==> src/rtl/sprite_rom_arbiter.sv <==
// sprite_rom_arbiter: round-robin sharing of one 1-cycle-latency sprite ROM
// among NUM_REQ renderers. Each grant fetches one full row of words, streams
// them tagged with owner id and word index, then pulses done to the owner.
module sprite_rom_arbiter #(
    parameter int NUM_REQ    = 3,
    parameter int ROW_BITS   = 4,
    parameter int WORD_BITS  = 4,
    parameter int ADDR_WIDTH = 8
) (
    input  logic                          clk,
    input  logic                          reset,
    input  logic [NUM_REQ-1:0]            req,
    input  logic [NUM_REQ*ROW_BITS-1:0]   req_row,
    output logic [NUM_REQ-1:0]            done,
    output logic                          busy,
    output logic [ADDR_WIDTH-1:0]         rom_addr,
    input  logic [15:0]                   rom_dout,
    output logic                          out_valid,
    output logic [15:0]                   out_data,
    output logic [$clog2(NUM_REQ)-1:0]    out_id,
    output logic [WORD_BITS-1:0]          out_word
);

    localparam int ID_W = $clog2(NUM_REQ);

    typedef enum logic [1:0] {IDLE, ISSUE, DRAIN} state_t;

    state_t               state;
    logic [ID_W-1:0]      rr_last;
    logic [ID_W-1:0]      grant_id;
    logic [ROW_BITS-1:0]  row_q;
    logic [WORD_BITS-1:0] word_cnt;

    logic                 pick_ok;
    logic [ID_W-1:0]      pick_id;

    // Round-robin pick: first asserted request after the last winner.
    always_comb begin
        int idx;
        idx     = 0;
        pick_ok = 1'b0;
        pick_id = '0;
        for (int k = 1; k <= NUM_REQ; k++) begin
            idx = (int'(rr_last) + k) % NUM_REQ;
            if (!pick_ok && req[idx]) begin
                pick_ok = 1'b1;
                pick_id = ID_W'(idx);
            end
        end
    end

    // word_cnt is zero outside ISSUE, so the address holds {row_q, 0} there.
    assign rom_addr = {row_q, word_cnt};
    assign out_data = rom_dout;
    assign busy     = (state != IDLE);

    // Fetch sequencer plus the output tags delayed one cycle to line up with
    // the ROM read latency.
    always_ff @(posedge clk) begin
        if (reset) begin
            state     <= IDLE;
            rr_last   <= ID_W'(NUM_REQ - 1);
            grant_id  <= '0;
            row_q     <= '0;
            word_cnt  <= '0;
            done      <= '0;
            out_valid <= 1'b0;
            out_id    <= '0;
            out_word  <= '0;
        end else begin
            done      <= '0;
            out_valid <= (state == ISSUE);
            out_id    <= grant_id;
            out_word  <= word_cnt;
            case (state)
                IDLE: begin
                    if (pick_ok) begin
                        grant_id <= pick_id;
                        rr_last  <= pick_id;
                        row_q    <= req_row[pick_id*ROW_BITS +: ROW_BITS];
                        word_cnt <= '0;
                        state    <= ISSUE;
                    end
                end
                ISSUE: begin
                    if (word_cnt == {WORD_BITS{1'b1}}) begin
                        // Last address issued: its word lands next cycle,
                        // together with the done pulse.
                        word_cnt       <= '0;
                        done[grant_id] <= 1'b1;
                        state          <= DRAIN;
                    end else begin
                        word_cnt <= word_cnt + 1'b1;
                    end
                end
                DRAIN:   state <= IDLE;
                default: state <= IDLE;
            endcase
        end
    end

endmodule

==> config.mk <==
export PLATFORM = sky130hd
export DESIGN_NAME = sprite_rom_arbiter
export DESIGN_NICKNAME = d
export VERILOG_FILES = /design/src/rtl/sprite_rom_arbiter.sv
export SDC_FILE = /design/constraint.sdc
export NUM_CORES = 1
export LEC_CHECK = 0
export ABC_AREA = 1
export BUFFER_PORTS_ARGS = -buffer_cell sky130_fd_sc_hd__buf_2
export CAP_MARGIN = 10
export CORE_ASPECT_RATIO = 0.9
export CORE_MARGIN = 2
export CORE_UTILIZATION = 40
export DETAILED_ROUTE_END_ITERATION = 16
export PLACE_DENSITY = 0.83
export SLEW_MARGIN = 40
export SYNTH_ARGS = -nofsm -noshare
export SYNTH_HDL_FRONTEND = slang
export SYNTH_SLANG_ARGS = --single-unit
export TNS_END_PERCENT = 100
==> constraint.sdc <==
create_clock -name clk -period 2.95 [get_ports clk]
set_input_delay 0.1475 -clock clk [delete_from_list [all_inputs] [get_ports clk]]
set_output_delay 0.1475 -clock clk [all_outputs]
set_load 0.01 [all_outputs]
==> flow_metrics.tcl <==
set metrics [dict create \
    multi_input_area_um2 621 \
    syn_area_um2 1360 \
    htreeDepth 1 \
    drv_slew 0 \
    syn_area_per_cell_um2 7.03 \
    hold_violations 0 \
    dpl_worst_slack_ns 0.973 \
    setup_viol 0 \
    cap_violations 0 \
    worstSetupPathType "reg -> reg" \
    p_sw_mw 0.709 \
    synth-seq-area-share 0.339 \
    setup_tns_ns 0 \
    initial_utilization 0.411 \
    power_frac_clock 0.133 \
    gp_congestion 0.814 \
    yosys.area.top_type "dfxtp_1" \
    p_int_mw 0.767 \
    worst_skew_pair.late_latency_ns 0.26 \
    num_vias 1225 \
    synth_edf_count 0 \
    ios 68 \
    ys_types 30 \
    wl_um 2740 \
    cts-root-buf "clkbuf_8" \
    required_ns 3.15 \
    seqCellArea_um2 460 \
    drc 0 \
    clock-sinks 23 \
    critPathArrivalTime_ns 2.20 \
    netlist.area_leader.share 0.339 \
    drt_iter0_markers 68 \
    ant_nets 0 \
    die_w_um 65.4 \
    antenna_found_initial 0 \
    post_cts_buffers 0 \
    synthTopCellsByCount "inv_1 (29), nand2_1 (29), dfxtp_1 (23)" \
    synth_seq_cells 23 \
    n_fill_cell 332 \
    fp-row-count 20 \
    final_layout_size_suffix_gt1_frac 0.257 \
    cts_tree "built" \
    worst_slack_ns 0.948 \
    dr.pass1.iters 4 \
    io_buffers 35 \
    grt_remaining_overflow 0 \
    irDropWorstVdd_mv 0.478 \
    cts.clk_slew.worst_paths_ns 0.08 \
    fin_crit_sh 0.679 \
    grt.total_usage 0.147 \
    ctsHoldBuffers 0 \
    skew_ns 0.00395 \
    status "finished, final reports clean" \
    synth.net_count 231 \
    diodes 0 \
    yosysWarnings 0 \
    p_leak_nw 0.779 \
    worstSetupEndpointType "flop" \
    p_sw_frac 0.480 \
    seqPwrFrac 0.281 \
    area_growth_pct 10.6 \
    tightestPinTransition_ns 0.333 \
    async_flop_share 0 \
    core_um2 3300 \
    layout.nets 253 \
    total_power_mw 1.48 \
    clockBufferDepth 2 \
    grt_first_pass_wirelength_um 4480 \
    netlist_top_cells_area "dfxtp_1 (34%), buf_4 (8.9%), inv_1 (8.0%), nand2_1 (8.0%), nand3_1 (6.6%)" \
    grt_pass1_vias 1041 \
    cts_buffers 3 \
    place_hpwl_um 2140 \
    grt_max_degree 16 \
    start_kind "flop" \
    grt_setup_unrepaired "false" \
    avgRoutedWirePerCell_um 10.6 \
    die_area_um2 3870 \
    synth_cells 193 \
    slew_headroom 0.777 \
    cts.repair.resized 0 \
    power.density_nw_per_um2 984 \
    crit_fanout 9 \
    hp-class "in -> reg" \
    fin_crit_ns 2.00 \
    synthFlopType "dfxtp_1" \
    p_comb_frac 0.585 \
    die_y_um 59.2 \
    via_per_inst 4.75 \
    max_freq_mhz 500 \
]
## per-layer routing
metal	GRT usage	share of wire
met5	0	0
met4	0.0268	0.0073
met3	0.0399	0.066
met2	0.242	0.45
met1	0.197	0.47
## metrics by stage
stage,hold WS [ns],util,std cells,cell area [um2]
floorplan,0.231,-,193,1360
global placement,0.295,0.439,254,1450
detailed placement,0.295,0.439,254,1450
CTS,0.225,0.454,258,1500
global route,0.252,0.454,258,1500
finish,0.226,0.454,258,1500
## cell type report
cell class                      count  share of cell area
Sequential cell                    23               0.307
Clock inverter                      1             0.00500
Timing Repair Buffer               35               0.117
Tap cell                           44              0.0367
Inverter                           36              0.0934
Clock buffer                        3              0.0275
Multi-Input combinational cell    116               0.414
## worst max-delay path: stages, from the launching register on
cell     delay [ns]
dfxtp_1        0.36
inv_1          0.08
ha_1           0.41
inv_2          0.12
nand2_1        0.05
nand3_1        0.07
nand2_2        0.10
nand4_1        0.11
nand2_2        0.11
nor2_2         0.23
nand3_1        0.12
a21oi_1        0.16
## placed cells by master (no fill, tap or decap), types with 2 or more instances in the layout
master / count
nand2_2: 3
clkbuf_8: 3
nand3_1: 18
inv_2: 6
buf_2: 35
nor2_1: 22
a21oi_1: 10
nand2_1: 29
o21ai_1: 4
nand4_1: 5
dfxtp_1: 23
ha_1: 5
inv_1: 29
nand3_2: 2
nor3_1: 5
## cell families (layout without fill, tap and decap cells)
family                     after synthesis  after routing  share of synthesized area
adders and majority gates                5              5                     0.0461
DFF                                     23             23                      0.339
buffers and inverters                   54             75                      0.203
and+or+nand+nor                         90             90                      0.322
AOI/OAI and AO/OA                       21             21                     0.0895
## power by group through the flow
stage / sequential (mW) / clock [mW] / combinational [mW]
after floorplan: 0.438 / 0 / 0.697
after global placement: 0.421 / 0 / 0.843
final: 0.415 / 0.197 / 0.864
after detailed placement: 0.424 / 0 / 0.857
after CTS: 0.416 / 0.206 / 0.862
after global routing: 0.426 / 0.217 / 0.980
## final timing paths
| check | from | endpoint | slack [ns] | cells after the start |
|---|---|---|---|---|
| min reg2reg | grant_id[1]$_SDFFE_PP0P_ | done[1]$_SDFF_PP0_ | 0.45 | 1 |
| max | rr_last[1]$_SDFFE_PP1P_ | row_q[0]$_SDFFE_PP0P_ | 0.95 | 11 |
| min | req_row[3] | row_q[3]$_SDFFE_PP0P_ | 0.23 | 5 |
| max reg2reg | rr_last[1]$_SDFFE_PP1P_ | row_q[0]$_SDFFE_PP0P_ | 0.95 | 11 |
## registers in the layout, summed over array words and instances (netlist names)
signal	cells
done	3
grant_id	1
out_id	2
out_valid	1
out_word	4
row_q	4
rr_last	2
state	2
word_cnt	4
(Power assumes the default switching activity.)
